## config.mk

```make
export PLATFORM = sky130hd
export DESIGN_NAME = spi_master_fifo
export DESIGN_NICKNAME = d
export VERILOG_FILES = /design/src/rtl/spi_pkg.sv /design/src/rtl/sync_fifo.sv /design/src/rtl/spi_master_fifo.sv
export SDC_FILE = /design/constraint.sdc
export NUM_CORES = 1
export LEC_CHECK = 0
export ABC_AREA = 1
export CAP_MARGIN = 10
export CORE_MARGIN = 2
export CORE_UTILIZATION = 30
export CTS_BUF_LIST = sky130_fd_sc_hd__clkbuf_8
export CTS_CLUSTER_DIAMETER = 200
export DETAILED_ROUTE_END_ITERATION = 7
export PLACE_DENSITY_LB_ADDON = 0.25
export SLEW_MARGIN = 30
export SYNTH_ARGS = -nofsm -noshare
export SYNTH_HDL_FRONTEND = slang
export SYNTH_SLANG_ARGS = --single-unit
```

## constraint.sdc

```tcl
create_clock -name clk_125mhz -period 2.9 [get_ports clk_125mhz]
set_input_delay 0.725 -clock clk_125mhz [delete_from_list [all_inputs] [get_ports clk_125mhz]]
set_output_delay 0.725 -clock clk_125mhz [all_outputs]
set_load 0.01 [all_outputs]
```

## src/rtl/spi_pkg.sv

```systemverilog
// Shared types and pin map for the buffered PMOD SPI master.
// Engine state encoding, dout bit positions, active-low levels.
package spi_pkg;

  typedef enum logic [1:0] {
    ST_IDLE  = 2'd0,
    ST_START = 2'd1,
    ST_TRANS = 2'd2,
    ST_STOP  = 2'd3
  } state_t;

  localparam int PIN_CS   = 0;
  localparam int PIN_SDO  = 1;
  localparam int PIN_ZERO = 2;
  localparam int PIN_SCK  = 3;
  localparam int PIN_DC   = 4;
  localparam int PIN_RES  = 5;
  localparam int PIN_VCC  = 6;
  localparam int PIN_PMOD = 7;

  localparam logic LO_ENABLE  = 1'b0;
  localparam logic LO_DISABLE = 1'b1;

endpackage

```

## src/rtl/sync_fifo.sv

```systemverilog
// Single-clock FIFO; an extra pointer bit separates full from empty.
// Push is ignored when full, pop is ignored when empty.
import spi_pkg::*;

module sync_fifo #(
  parameter int W     = 10,
  parameter int DEPTH = 16,
  parameter int LVL_W = $clog2(DEPTH + 1)
) (
  input  logic             clk,
  input  logic             reset,
  input  logic             push,
  input  logic             pop,
  input  logic [W-1:0]     din,
  output logic [W-1:0]     dout,
  output logic             full,
  output logic             empty,
  output logic [LVL_W-1:0] level
);

  localparam int AW = $clog2(DEPTH);

  logic [W-1:0] mem [DEPTH];
  logic [AW:0]  wp;
  logic [AW:0]  rp;
  logic         do_push;
  logic         do_pop;

  assign do_push = push && !full;
  assign do_pop  = pop && !empty;

  assign empty = (wp == rp);
  assign full  = (wp[AW] != rp[AW]) &&
                 (wp[AW-1:0] == rp[AW-1:0]);
  assign level = LVL_W'(wp - rp);
  assign dout  = mem[rp[AW-1:0]];

  always_ff @(posedge clk or posedge reset) begin
    if (reset) begin
      wp <= '0;
      rp <= '0;
    end else begin
      if (do_push) wp <= wp + 1'b1;
      if (do_pop)  rp <= rp + 1'b1;
    end
  end

  always_ff @(posedge clk) begin
    if (do_push) mem[wp[AW-1:0]] <= din;
  end

endmodule

```

## src/rtl/spi_master_fifo.sv

```systemverilog
// Buffered SPI master for the PMOD OLED: TX FIFO drained by a shift engine.
// Define SPI_MASTER_BURST_EN to chain same-D/C data bytes under one cs_ low.
import spi_pkg::*;

module spi_master_fifo #(
  parameter int DATA_W     = 8,
  parameter int FIFO_DEPTH = 16,
  parameter int FREQDIV    = 50,
  parameter int LVL_W      = $clog2(FIFO_DEPTH + 1)
) (
  input  logic             clk_125mhz,
  input  logic             reset,
  input  logic             wr_en,
  input  logic [DATA_W+1:0] wr_data,
  output logic             full,
  output logic             empty,
  output logic [LVL_W-1:0] level,
  output logic             busy,
  output logic             ovf,
  output logic [7:0]       dout
);

  localparam int FW    = DATA_W + 2;
  localparam int DIV_W = $clog2(FREQDIV);
  localparam int CNT_W = $clog2(DATA_W + 1);

  state_t            state;
  logic [FW-1:0]     head;
  logic              pop;
  logic              burst;
  logic              frame_end;
  logic              div_done;
  logic [DIV_W-1:0]  div;
  logic [CNT_W-1:0]  cnt;
  logic [DATA_W-1:0] shreg;
  logic              cs;
  logic              res;
  logic              dc;
  logic              sck;
  logic              sdo;
  logic              pmod;
  logic              vcc;

  sync_fifo #(
    .W     (FW),
    .DEPTH (FIFO_DEPTH),
    .LVL_W (LVL_W)
  ) u_fifo (
    .clk   (clk_125mhz),
    .reset (reset),
    .push  (wr_en),
    .pop   (pop),
    .din   (wr_data),
    .dout  (head),
    .full  (full),
    .empty (empty),
    .level (level)
  );

  assign div_done  = (div == DIV_W'(FREQDIV - 1));
  assign frame_end = (state == ST_TRANS) && !sck &&
                     div_done && (cnt == '0);

`ifdef SPI_MASTER_BURST_EN
  assign burst = frame_end && !empty &&
                 !head[DATA_W+1] && (head[DATA_W] == dc);
`else
  assign burst = 1'b0;
`endif

  assign pop  = !empty && ((state == ST_IDLE) || burst);
  assign busy = (state != ST_IDLE);

  always_ff @(posedge clk_125mhz or posedge reset) begin
    if (reset) begin
      ovf <= 1'b0;
    end else if (wr_en && full) begin
      ovf <= 1'b1;
    end
  end

  always_ff @(posedge clk_125mhz or posedge reset) begin
    if (reset) begin
      state <= ST_IDLE;
      cs    <= LO_DISABLE;
      res   <= LO_ENABLE;
      dc    <= 1'b0;
      sck   <= 1'b0;
      sdo   <= 1'b0;
      pmod  <= 1'b0;
      vcc   <= 1'b0;
      shreg <= '0;
      cnt   <= '0;
      div   <= '0;
    end else begin
      unique case (state)
        ST_IDLE: begin
          res <= LO_DISABLE;
          sck <= 1'b1;
          div <= '0;
          if (!empty) begin
            if (head[DATA_W+1]) begin
              pmod <= 1'b1;
              vcc  <= 1'b1;
            end else begin
              shreg <= head[DATA_W-1:0];
              dc    <= head[DATA_W];
              cs    <= LO_ENABLE;
              cnt   <= CNT_W'(DATA_W);
              state <= ST_START;
            end
          end
        end
        ST_START: begin
          if (div_done) begin
            div   <= '0;
            state <= ST_TRANS;
          end else begin
            div <= div + 1'b1;
          end
        end
        ST_TRANS: begin
          if (!div_done) begin
            div <= div + 1'b1;
          end else begin
            div <= '0;
            if (sck) begin
              sck <= 1'b0;
              sdo <= shreg[DATA_W-1];
              cnt <= cnt - 1'b1;
            end else begin
              sck   <= 1'b1;
              shreg <= shreg << 1;
              // Chained byte reloads here so spacing stays 2*DATA_W*FREQDIV.
              if (burst) begin
                shreg <= head[DATA_W-1:0];
                cnt   <= CNT_W'(DATA_W);
              end else if (cnt == '0) begin
                state <= ST_STOP;
              end
            end
          end
        end
        ST_STOP: begin
          if (div_done) begin
            div   <= '0;
            cs    <= LO_DISABLE;
            state <= ST_IDLE;
          end else begin
            div <= div + 1'b1;
          end
        end
        default: state <= ST_IDLE;
      endcase
    end
  end

  always_comb begin
    dout           = '0;
    dout[PIN_CS]   = cs;
    dout[PIN_SDO]  = sdo;
    dout[PIN_ZERO] = 1'b0;
    dout[PIN_SCK]  = sck;
    dout[PIN_DC]   = dc;
    dout[PIN_RES]  = res;
    dout[PIN_VCC]  = vcc;
    dout[PIN_PMOD] = pmod;
  end

  logic unused_frame_end;
  assign unused_frame_end = frame_end;

endmodule

```

=== After elaboration in Yosys (flattened, before gate mapping) ===
Memory sizes are Yosys's and may differ from the RTL's.
Index checks and enable logic that the tools add are counted.

* Register bits after elaboration: 37
* Bits in writable memories: 160
* Output and inout bits: 17
* Memories kept: 1

{| class="wikitable"
|+ Memory list
! memory !! depth !! width !! read ports !! clocked after memory_dff !! wr ports !! RTL line !! source
|-
| u_fifo.mem || 16 || 10 || 1 || 0 || 1 || sync_fifo.sv:23 || <nowiki>logic [W-1:0] mem [DEPTH];</nowiki>
|}

* Add/subtract/negate cells: 5
* Reduce and logical (&&, ||, !) cells: 21
* Muxes and demuxes: 29
* Bitwise logic cells: 2
* Eq/ne operators: 15

{| class="wikitable"
|+ Operators with widths
! operator !! count
|-
| $mux 8 || 4
|-
| $mux 4 || 4
|-
| $pmux 8 s2 || 1
|-
| $mux 2 || 7
|-
| $ne 2x2->1 const B || 7
|-
| $pmux 6 s2 || 1
|-
| $add 5x1->5 const B || 2
|-
| $reduce_and 5->1 || 2
|-
| $reduce_and 3->1 || 3
|-
| $pmux 2 s4 || 1
|-
| $pmux 4 s2 || 1
|-
| $mux 1 || 7
|-
| $reduce_and 7->1 || 1
|-
| $add 6x1->6 const B || 1
|-
| $eq 6x6->1 const B || 1
|-
| $mux 6 || 1
|-
| $reduce_bool 2->1 || 3
|-
| $eq 5x5->1 || 1
|-
| $logic_and 1x1->1 || 5
|-
| $sub 5x5->5 || 1
|-
| $eq 2x2->1 const B || 2
|-
| $eq 4x4->1 || 1
|-
| $logic_not 4->1 || 1
|-
| $pmux 1 s2 || 2
|-
| 10 further kinds || 12
|}

=== Logic depth before layout (Yosys ltp) ===
Gate-level depths: netlist (run 1).

* Depth in word-level cells: 6
* Depth in mapped cells: 15
* Gate-level depth less buffers: 12

=== Modules after synthesis ===
A second synthesis (run 1) with hierarchy kept.

* Cells, all modules: 965
* Area, all modules: 9315.2 um^2

{| class="wikitable"
|+ By module, submodules not included
! module !! times used !! sequential area each (um^2) !! cells each !! area an instance (um^2)
|-
| sync_fifo || 1 || 5054.8 || 797 || 7808.7
|-
| spi_master_fifo || 1 || 676.9 || 168 || 1506.4
|}

=== Worst setup path before layout (run 1) ===
OpenSTA, ideal clock, no wires.

* Kind: flip-flop to flip-flop
* Start: register u_fifo.rp[1]
* End: memory u_fifo.mem[15][0] (enable)
* Cell stages (with the launch flop): 9
* Path buffers: 1
* Setup slack: 0.431 ns
* Required time: 2.521 ns
* Data arrival time: 2.090 ns
* Cells stage by stage: dfrtp_1 > inv_2 > clkbuf_1 > ha_1 > nand4_1 > nor2_2 > nor2_4 > nand2_2 > nor2_1

* Cells in the longest elaborated chain, start to end: 6

{| class="wikitable"
|+ Ends and longest elaborated chain
! item !! RTL line !! source
|-
| start, declared || sync_fifo.sv:25 || <nowiki>logic [AW:0] rp;</nowiki>
|-
| start signal, assigned || sync_fifo.sv:44 || <nowiki>if (do_pop) rp <= rp + 1'b1;</nowiki>
|-
| $eq 4x4->1 || sync_fifo.sv:34 || <nowiki>(wp[AW-1:0] == rp[AW-1:0]);</nowiki>
|-
| $logic_and 1x1->1 || sync_fifo.sv:33 || <nowiki>assign full = (wp[AW] != rp[AW]) &&</nowiki>
|-
| via full || spi_master_fifo.sv:15 || <nowiki>output logic full,</nowiki>
|-
| $logic_not 1->1 || sync_fifo.sv:29 || <nowiki>assign do_push = push && !full;</nowiki>
|-
| $logic_and 1x1->1 || sync_fifo.sv:29 ||
|-
| $mux 1 || sync_fifo.sv:49 || <nowiki>if (do_push) mem[wp[AW-1:0]] <= din;</nowiki>
|-
| $mux 1 (implied by the code) || sync_fifo.sv:49 ||
|-
| end, declared || sync_fifo.sv:23 ||
|}

The timed path passes the listed nets, and every way through them passes these cells.

=== Final worst setup path (run 1) ===
* Start: register u_fifo.wp[1]
* End: output full

* Cells in the longest elaborated chain, start to end: 2

{| class="wikitable"
|+ Ends and longest elaborated chain
! item !! RTL line !! source
|-
| start, declared || sync_fifo.sv:24 || <nowiki>logic [AW:0] wp;</nowiki>
|-
| start signal, assigned || sync_fifo.sv:43 || <nowiki>if (do_push) wp <= wp + 1'b1;</nowiki>
|-
| $eq 4x4->1 || sync_fifo.sv:34 ||
|-
| $logic_and 1x1->1 || sync_fifo.sv:33 ||
|-
| end, declared || spi_master_fifo.sv:15 ||
|}

No other way between the ends.

==> results of run 1 <==
[worst max path at each step]
stage	to	slack, ps	depth (start not counted)
2_1_floorplan	u_fifo.mem[15][0]$_DFFE_PP_	430	8
3_3_place_gp	level[4]	150	6
3_5_place_dp	level[4]	130	6
4_1_cts	full	7	5
5_1_grt	full	20	4
6_report	full	130	4
[what timing repair did]
item                       in CTS  in global routing
setup endpoints to repair       6                  3
resized for setup              13                  3
setup buffers                   2                  1
pin swaps                       2                  1
[flip-flops by register name, indices dropped and copies added, names as in the netlist, 2 cells and up]
register    flops
cnt             4
u_fifo.rp       5
div             6
shreg           8
u_fifo.wp       5
u_fifo.mem    160
state           2
[through the flow]
step                hold slack (ps)   util  worst slack (ps)
floorplan                       438      -               431
global placement                447  0.333               151
detailed placement              450  0.333               135
CTS                             475  0.350              7.23
global route                    505  0.350              19.0
finish                          472  0.350               130
[power breakdown]
part           total [uW]  switching [uW]  internal [uW]
sequential           3710             208           3500
combinational        4420            2860           1550
clock                1880            1130            754
[cell usage in the layout, fill, tap and decap left out, types with 3 or more instances in the layout]
master / instances
nand2_1: 248
a21oi_1: 6
nand2_2: 4
buf_4: 34
inv_2: 10
nor2_2: 3
ha_1: 15
xor2_1: 9
inv_1: 58
dlygate4sd2_1: 4
nand3_1: 46
o21ai_0: 13
dfrtp_2: 3
inv_8: 4
xnor2_1: 5
o21ai_1: 35
nor2_1: 140
clkbuf_8: 17
clkdlybuf4s50_1: 23
clkinv_8: 5
dfrtp_1: 33
nand4_1: 5
edfxtp_1: 160
[worst max-delay path: cells and delay by family, from the launching register on]
kind	cells	cell delay, ps
fa+ha+maj	1	320
flops	1	450
simple gates	2	250
buf+inv	1	550
[area by class of cell]
class	instances	area share
timing repair buffer	64	0.0560
sequential	197	0.568
tap	384	0.0476
multi-input combinational	554	0.259
clock inverter	15	0.0205
clock buffer	17	0.0232
inverter	69	0.0257
[kinds of logic after synthesis]
logic type / share of synthesized area
flip-flops: 0.650
AND/OR/NAND/NOR: 0.206
XOR/XNOR: 0.0157
adder cells (fa/ha/maj): 0.0278
multiplexers: 0.00128
other: 0.000425
AO/OA/AOI/OAI: 0.0404
buffers and inverters: 0.0582
[per-layer routing]
metal | up-vias | global-route usage | wire length, um
met1 | 2755 | 0.182 | 9400
met2 | 57 | 0.221 | 9340
met3 | 21 | 0.0223 | 393
li1 | 2878 | - | -
met5 | - | 0 | 0
met4 | 0 | 0.0382 | 257
==> run_results.csv, run 1 <==
group,metric,value,unit
routing,route.vias.total,5711,
final_layout,nets,935,
grt,grt_max_degree,54,
pwr,total_power,10000,uW
grt,antenna_found_initial,0,
sta,finalCritPeriodShare,0.955,
logic_synthesis,synth_common_cells,"248 x nand2_1, 160 x edfxtp_1, 140 x nor2_1",
critical_path,critPathKind,"reg -> out",
logic_synthesis,yosys_warnings,0,
floorplanning,die_x,175,um
floorplanning,rows,62,
clock_tree,cts_tree,"done",
critical_path,r2r_start,"u_fifo.rp[0]$_DFFE_PP0P_",
logic_synthesis,synth_edf_count,160,
routing,drtPass1Iterations,4,
pwr,powerDensity,991,nW/um2
routing,wl_per_cell,14.9,um
sta,rsz0062_at_grt,"no",
routing,dr.first_iter.drc_count,413,
sta,period_needed,2770,ps
logic_synthesis,synth_cell_types,38,
placed_design,port-buffer-count,28,
floorplanning,die_y,175,um
grt,grt-ovfl-total,0,
final_layout,drive_above_1_share,0.114,
final_layout,regArea,5740,um2
placed_design,dp_hpwl,12.1,mm
clock_tree,htree_levels,4,
routing,routed_wl,19.4,mm
grt,grt_pass1_wl,31.9,mm
critical_path,critPathRequiredTime,2170,ps
final_layout,layout.cells.non_filler,1300,
floorplanning,core,28900,um2
critical_path,r2r_cells,14,
clock_tree,path_clk_slew,110,ps
placed_design,gp_congestion,0.794,
critical_path,slowest_stage,"clkdlybuf4s50_1",
clock_tree,clk_latency,480,ps
critical_path,regToRegSetupSlack,420,ps
final_layout,fillCellCount,2928,
logic_synthesis,yosys.area.top_type,"edfxtp_1",
placed_design,dp.cells,1265,
hold_path,hold_path_startpoint,"ovf$_DFFE_PP0P_",
hold_path,worstHoldEndpoint,"ovf$_DFFE_PP0P_",
critical_path,cp_cell_sequence,"ha_1 > nand4_1 > nor2_2 > clkdlybuf4s50_1",
sta,setup_viol,0,
routing,drt_drc_violations_left,0,
final_layout,fin_area,10100,um2
logic_synthesis,synth_area,8820,um2
critical_path,crit_fanout,5,
hold_path,min_delay_path_depth,1,
logic_synthesis,synth_seq_cells,197,
critical_path,reg2reg_to,"cnt[1]$_DFFE_PP0P_",
hold_path,hold_path.class,"reg -> reg",
routing,via_per_inst,4.39,
pwr,cellLeakagePower,0.00410,uW
clock_tree,holdBufCountCts,0,
critical_path,worstPathArrival,2040,ps
clock_tree,clock-sinks,197,
floorplanning,die_area,30800,um2
pwr,vdd_drop_max,0.437,mV
logic_synthesis,synthCells,861,
logic_synthesis,ys_seq_area_frac,0.650,
clock_tree,clockBufferDepth,2,
critical_path,crit_start,"u_fifo.wp[1]$_DFFE_PP0P_",
logic_synthesis,synthArstFlopShare,0.188,
sta,slew_headroom,0.527,
sta,clock_skew,28.3,ps
floorplanning,initial_core_util,0.306,
clock_tree,cts_root_buffer,"clkbuf_8",
final_layout,multi_input_area,2610,um2
logic_synthesis,synth_nets,893,
logic_synthesis,syn_area_per_cell,10.2,um2
grt,grt_pass1_vias,5730,
final_layout,diodes,0,
flow_run,maxCapViolCount,0,
critical_path,cp-start-kind,"register",
sta,fin_setup_tns,0,ps
sta,worst_slew_pin_slew,708,ps
logic_synthesis,synth.area.top_cells,"edfxtp_1 54%, nand2_1 11%, dfrtp_1 10%, nor2_1 6.0%, nand3_1 2.6%",
critical_path,end_kind,"output pin",
routing,ant_nets,0,
logic_synthesis,synthFlopType,"edfxtp_1",
sta,maxSlewViolCount,0,
grt,grt.total_usage,0.134,
logic_synthesis,synth_most_common_cell,"nand2_1",
critical_path,slowest_delay,550,ps
floorplanning,io_pins,30,
final_layout,syn_to_final_growth,14.5,%
clock_tree,cts_made_buffers,17,
sta,fmax,0.361,GHz
logic_synthesis,netlist.area_leader.share,0.545,
status,outcome,"completed",
sta,hold_viol,0,
placed_design,placed_area,9600,um2
Note: power is estimated with default switching activity, not from simulation.
==> run 2, diff against run 1 <==
--- a/config.mk
+++ b/config.mk
@@ -8,12 +8,14 @@
 export ABC_AREA = 1
 export CAP_MARGIN = 10
 export CORE_MARGIN = 2
-export CORE_UTILIZATION = 30
+export CORE_UTILIZATION = 50
 export CTS_BUF_LIST = sky130_fd_sc_hd__clkbuf_8
 export CTS_CLUSTER_DIAMETER = 200
 export DETAILED_ROUTE_END_ITERATION = 7
 export PLACE_DENSITY_LB_ADDON = 0.25
+export REMOVE_ABC_BUFFERS = 1
 export SLEW_MARGIN = 30
 export SYNTH_ARGS = -nofsm -noshare
 export SYNTH_HDL_FRONTEND = slang
+export SYNTH_HIERARCHICAL = 1
 export SYNTH_SLANG_ARGS = --single-unit
==> run 2 against run 1 <==
Synthesized cell count up 12%; cell count down 4.6%; clock-buffer cell count unchanged; via count up 6.3%; critical path depth up 4; area after synthesis up 5.6%; flip-flop and latch count unchanged; sequential share of layout area down 0.91 points; global-route usage up 6.2 points; sequential power about the same; clock power down 3%; first-iteration DRC count down 1.5%; largest cell class unchanged.
==> run_results.csv, run 2 <==
group,metric,value,unit
sta,fmax,0.368,GHz
pwr,clockPowerShare,0.190,
placed_design,post-place-ws,169,ps
logic_synthesis,synth_common_cells,"314 x nand2_1, 178 x inv_1, 160 x edfxtp_1",
hold_path,min_delay_path_depth,1,
final_layout,layout_commonest_cell,"nand2_1",
grt,met3_usage,0.0373,
grt,use_met1,0.263,
critical_path,path_common_cell,"inv_1",
clock_tree,path_clk_slew,110,ps
final_layout,diodes,0,
grt,grt_max_degree,83,
flow_run,maxCapViolCount,0,
critical_path,critPathKind,"reg -> out",
clock_tree,htree_levels,4,
pwr,intPower,5660,uW
final_layout,nets,1030,
sta,setup_viol,0,
floorplanning,rows,49,
logic_synthesis,synth_area,9320,um2
sta,rsz0062_at_grt,"no",
clock_tree,cts_tree,"done",
placed_design,dp_hpwl,11.2,mm
sta,fin_ws,185,ps
logic_synthesis,ys_seq_area_frac,0.615,
floorplanning,core,18100,um2
placed_design,gp_congestion,0.758,
critical_path,reg2reg_to,"state[0]$_DFFE_PP0P_",
placed_design,port-buffer-count,28,
routing,routed_wl,18.2,mm
floorplanning,io_pins,30,
final_layout,syn_to_final_growth,10.2,%
clock_tree,clockBufferDepth,2,
placed_design,placed_area,9800,um2
logic_synthesis,synth_edf_count,160,
grt,grt_pass1_vias,5847,
logic_synthesis,netlist.area_leader.share,0.516,
hold_path,worstHoldEndpoint,"res$_DFFE_PP0P_",
hold_path,hold_path.class,"reg -> reg",
pwr,swShare,0.407,
floorplanning,die_x,140,um
pwr,p_sw,3890,uW
status,outcome,"completed",
sta,maxSlewViolCount,0,
clock_tree,cts_root_buffer,"clkbuf_8",
floorplanning,die_area,19700,um2
logic_synthesis,synthArstFlopShare,0.188,
logic_synthesis,synth.area.top_cells,"edfxtp_1 52%, nand2_1 13%, dfrtp_1 9.7%, inv_1 7.2%, nand3_1 5.9%",
grt,grt_util_met2,0.336,
routing,drt_drc_violations_left,0,
routing,drtPass1Iterations,5,
grt,busiest_layer,"met2",
logic_synthesis,yosys_warnings,6,
critical_path,slowest_stage,"fa_2",
critical_path,crit_fanout,2,
sta,period_needed,2720,ps
critical_path,cp_cell_sequence,"inv_1 > ha_1 > inv_1 > fa_2 > nand3_1 > nand2_1 > xor2_1 > buf_2",
critical_path,end_kind,"output pin",
critical_path,r2r_start,"u_fifo/rp[0]$_DFFE_PP0P_",
critical_path,regToRegSetupSlack,290,ps
logic_synthesis,syn_area_per_cell,9.65,um2
final_layout,largest_reg_flops,160,
critical_path,worstPathArrival,1990,ps
logic_synthesis,synth_most_common_cell,"nand2_1",
final_layout,drive_above_1_share,0.0999,
pwr,vdd_drop_max,0.643,mV
sta,slew_headroom,0.389,
sta,clock_skew,20.2,ps
logic_synthesis,synthCells,965,
critical_path,cp-start-kind,"register",
logic_synthesis,synth_seq_cells,197,
sta,finalCritPeriodShare,0.936,
critical_path,critPathRequiredTime,2170,ps
final_layout,fin_area,10300,um2
pwr,powerDensity,931,nW/um2
routing,ant_nets,0,
grt,grt-ovfl-total,0,
pwr,cellLeakagePower,0.00468,uW
routing,via_per_inst,4.89,
grt,antenna_found_initial,0,
floorplanning,die_y,140,um
pwr,seq_power_share,0.386,
hold_path,hold_path_startpoint,"res$_DFFE_PP0P_",
critical_path,slowest_delay,400,ps
logic_synthesis,synthFlopType,"edfxtp_1",
final_layout,layout_common_cells,"313 x nand2_1, 178 x inv_1, 160 x edfxtp_1, 109 x nand3_1, 32 x dfrtp_1",
pwr,combPwrFrac,0.424,
sta,hold_viol,0,
logic_synthesis,synth_cell_types,33,
placed_design,dp.cells,1205,
routing,dr.first_iter.drc_count,407,
routing,route.vias.total,6068,
clock_tree,clock-sinks,197,
clock_tree,cts_made_buffers,17,
logic_synthesis,yosys.area.top_type,"edfxtp_1",
sta,worst_slew_pin_slew,917,ps
final_layout,layout.cells.non_filler,1240,
floorplanning,initial_core_util,0.513,
grt,grt.total_usage,0.196,
routing,wl_per_cell,14.7,um
critical_path,r2r_cells,14,
grt,grt_pass1_wl,29.9,mm
clock_tree,clk_latency,470,ps
run 2: cells by family after synthesis:
| family | count (synthesis) | share of synthesized area |
|---|---|---|
| and+or+nand+nor | 473 | 0.212 |
| AOI/OAI and AO/OA | 27 | 0.0187 |
| buffers and inverters | 225 | 0.104 |
| DFF | 197 | 0.615 |
| muxes | 8 | 0.00873 |
| other | 1 | 0.000403 |
| xor gates and xnor gates | 15 | 0.0149 |
| adders and majority gates | 19 | 0.0263 |
run 2: power by group through the flow:
stage / clock, uW / sequential (uW) / combinational, uW
2_1_floorplan: 0 / 3900 / 2540
3_3_place_gp: 0 / 3750 / 3950
3_5_place_dp: 0 / 3760 / 4020
4_1_cts: 1860 / 3680 / 4100
5_1_grt: 1990 / 3730 / 4580
6_report: 1820 / 3680 / 4050
run 2: final cells by class:
type,count,area (um2)
fill,1513,7890
sequential,197,5740
multi-input combinational,543,2650
inverter,182,686
timing repair buffer,57,490
tap,229,287
clock buffer,17,234
clock inverter,15,180
run 2: worst max-delay path by stage:
stage / start / to / slack, ps / cells past startpoint
finish: u_fifo/wp[0]$_DFFE_PP0P_ / level[4] / 180 / 8
global route: u_fifo/wp[0]$_DFFE_PP0P_ / level[4] / 3 / 8
CTS: u_fifo/wp[0]$_DFFE_PP0P_ / level[4] / 50 / 8
detailed placement: u_fifo/wp[0]$_DFFE_PP0P_ / level[4] / 170 / 8
global placement: u_fifo/wp[0]$_DFFE_PP0P_ / level[4] / 210 / 8
floorplan: u_fifo/rp[0]$_DFFE_PP0P_ / level[4] / -590 / 6
run 2: routing by layer:
layer,wire (um),vias to the layer above
met5,0,-
met4,121,0
met3,792,9
met2,8830,120
met1,8450,2854
li1,-,3085
run 2: critical path: cells and delay by family, from the launching register on:
kind	cells	cell delay, ps
xor gates and xnor gates	1	130
adders and majority gates	2	540
buffers and inverters	3	290
DFF	1	390
and+or+nand+nor	2	180
run 2: repair_timing:
item                                    CTS  global route
buffers inserted                          3             0
endpoints found under the hold margin     0             0
endpoints found under the setup margin    6             2
pin swaps                                 0             0
gates resized for setup                  15             3
hold buffers                              0             0
run 2: through the flow:
stage | setup TNS (ps) | utilization | power [uW] | hold slack, ps
floorplan | -91730 | - | 6440 | 449
global placement | 0 | 0.540 | 7700 | 449
detailed placement | 0 | 0.540 | 7790 | 450
CTS | 0 | 0.566 | 9640 | 477
global route | 0 | 0.565 | 10300 | 509
finish | 0 | 0.565 | 9550 | 473
==> run 3, diff against run 2 <==
--- a/config.mk
+++ b/config.mk
@@ -12,7 +12,7 @@
 export CTS_BUF_LIST = sky130_fd_sc_hd__clkbuf_8
 export CTS_CLUSTER_DIAMETER = 200
 export DETAILED_ROUTE_END_ITERATION = 7
-export PLACE_DENSITY_LB_ADDON = 0.25
+export PLACE_DENSITY = 0.67
 export REMOVE_ABC_BUFFERS = 1
 export SLEW_MARGIN = 30
 export SYNTH_ARGS = -nofsm -noshare
==> run 3 against run 2 <==
Cell count rose by 0.73%; sequential power is essentially flat; sequential share of layout area fell by 0.22 points; highest routed layer unchanged; largest cell class unchanged; largest power group unchanged.
==> run_results.csv, run 3 (synthesized netlist as in run 2, its figures left out) <==
group,metric,value,unit
grt,grt-ovfl-total,0,
sta,period_needed,2730,ps
floorplanning,die_x,140,um
grt,antenna_found_initial,0,
pwr,swShare,0.394,
routing,drt-met1-wl,8.72,mm
routing,routed_wl,19.3,mm
grt,grt_pass1_wl,30.8,mm
final_layout,layout_commonest_cell,"nand2_1",
clock_tree,clock-sinks,197,
hold_path,hold_path_startpoint,"ovf$_DFFE_PP0P_",
critical_path,worstPathArrival,2010,ps
pwr,powerDensity,931,nW/um2
sta,finalCritPeriodShare,0.942,
routing,dr_wl_met2,9.32,mm
final_layout,fin_util,0.568,
critical_path,crit_start,"u_fifo/wp[0]$_DFFE_PP0P_",
final_layout,nets,1040,
final_layout,regArea,5740,um2
sta,clock_skew,8.67,ps
routing,drtPass1Iterations,5,
routing,route.vias.total,6168,
final_layout,diodes,0,
critical_path,critPathKind,"reg -> out",
routing,ant_nets,0,
placed_design,post-place-ws,152,ps
pwr,intPower,5820,uW
final_layout,multi_input_area,2650,um2
pwr,seq_power_share,0.383,
clock_tree,cts_made_buffers,17,
critical_path,cp-start-kind,"register",
routing,top_layer,"met4",
critical_path,crit_fanout,2,
clock_tree,holdBufCountCts,0,
placed_design,dp.cells,1213,
placed_design,dp_hpwl,12.3,mm
clock_tree,clk_latency,470,ps
floorplanning,initial_core_util,0.513,
pwr,vdd_drop_max,0.513,mV
final_layout,syn_to_final_growth,10.6,%
floorplanning,die_area,19700,um2
pwr,combPwrFrac,0.437,
hold_path,hold_path.class,"reg -> reg",
clock_tree,clockBufferDepth,2,
routing,dr.first_iter.drc_count,547,
sta,hold_viol,0,
floorplanning,io_pins,30,
final_layout,drive_above_1_share,0.0980,
final_layout,largest_reg_flops,160,
sta,worst_slew_pin_slew,647,ps
clock_tree,path_clk_slew,90,ps
sta,maxSlewViolCount,0,
critical_path,r2r_start,"u_fifo/rp[0]$_DFFE_PP0P_",
floorplanning,rows,49,
sta,slew_headroom,0.567,
sta,setup_viol,0,
pwr,clockPowerShare,0.180,
pwr,cellLeakagePower,0.00472,uW
sta,fin_ws,169,ps
critical_path,critPathRequiredTime,2170,ps
placed_design,gp_congestion,0.760,
clock_tree,cts_root_buffer,"clkbuf_8",
critical_path,end_kind,"output pin",
routing,drt_drc_violations_left,0,
placed_design,port-buffer-count,28,
sta,rsz0062_at_grt,"no",
final_layout,layout.cells.non_filler,1249,
grt,grt_pass1_vias,5971,
grt,grt_max_degree,47,
floorplanning,die_y,140,um
routing,via_per_inst,4.94,
grt,grt.total_usage,0.204,
final_layout,layout_common_cells,"314 x nand2_1, 179 x inv_1, 160 x edfxtp_1, 109 x nand3_1, 39 x buf_4",
status,outcome,"completed",
routing,wl_met3,826,um
clock_tree,cts_tree,"done",
pwr,p_sw,3780,uW
final_layout,fillCellCount,1568,
routing,wl_per_cell,15.5,um
flow_run,maxCapViolCount,0,
floorplanning,core,18100,um2
clock_tree,htree_levels,4,
sta,fmax,0.366,GHz
-- run 3: per-stage QoR --
step | TNS (ps) | cell area, um2 | hold WS [ps] | total power, uW
final | 0 | 10300 | 462 | 9590
after global routing | 0 | 10300 | 470 | 10300
after CTS | 0 | 10300 | 455 | 9650
after detailed placement | 0 | 9860 | 446 | 7890
after global placement | 0 | 9860 | 454 | 7820
after floorplan | -91730 | 9030 | 449 | 6440
-- run 3: cell type report --
class / instances / area share
Inverter: 182 / 0.0666
Timing Repair Buffer: 67 / 0.0553
Multi-Input combinational cell: 543 / 0.257
Clock buffer: 17 / 0.0227
Sequential cell: 197 / 0.557
Tap cell: 229 / 0.0278
Clock inverter: 14 / 0.0140
-- run 3: critical path, stage by stage, from the launching register on --
cell and delay [ps]:
dfrtp_1 380, inv_1 80, ha_1 140, inv_1 70, fa_2 400, nand3_1 120, nand2_1 70, xor2_1 130
clkbuf_2 150
-- run 3: power groups by stage --
stage | combinational, uW | clock, uW | sequential (uW)
global placement | 4080 | 0 | 3730
finish | 4190 | 1730 | 3680
global route | 4690 | 1860 | 3710
detailed placement | 4150 | 0 | 3740
floorplan | 2540 | 0 | 3900
CTS | 4220 | 1760 | 3670
-- run 3: routing by layer --
| metal | vias to the layer above | GRT usage |
|---|---|---|
| met5 | - | 0 |
| met3 | 38 | 0.0403 |
| met2 | 136 | 0.343 |
| li1 | 3104 | - |
| met4 | 0 | 0.0700 |
| met1 | 2890 | 0.267 |
-- run 3: path summary, 6_finish.rpt --
path	endpoint	slack [ps]	cells after the start
setup / recovery	level[4]	170	8
max in group asynchronous	cs$_DFFE_PP1P_	1850	3
setup reg to reg	state[0]$_DFFE_PP0P_	480	14
hold / removal	ovf$_DFFE_PP0P_	460	1
min in group asynchronous	ovf$_DFFE_PP0P_	470	2
hold reg to reg	ovf$_DFFE_PP0P_	460	1
-- run 3: timing repair --
item                       CTS  global route
setup endpoints to repair    5             3
setup buffers                3             2
resized for setup           10             4
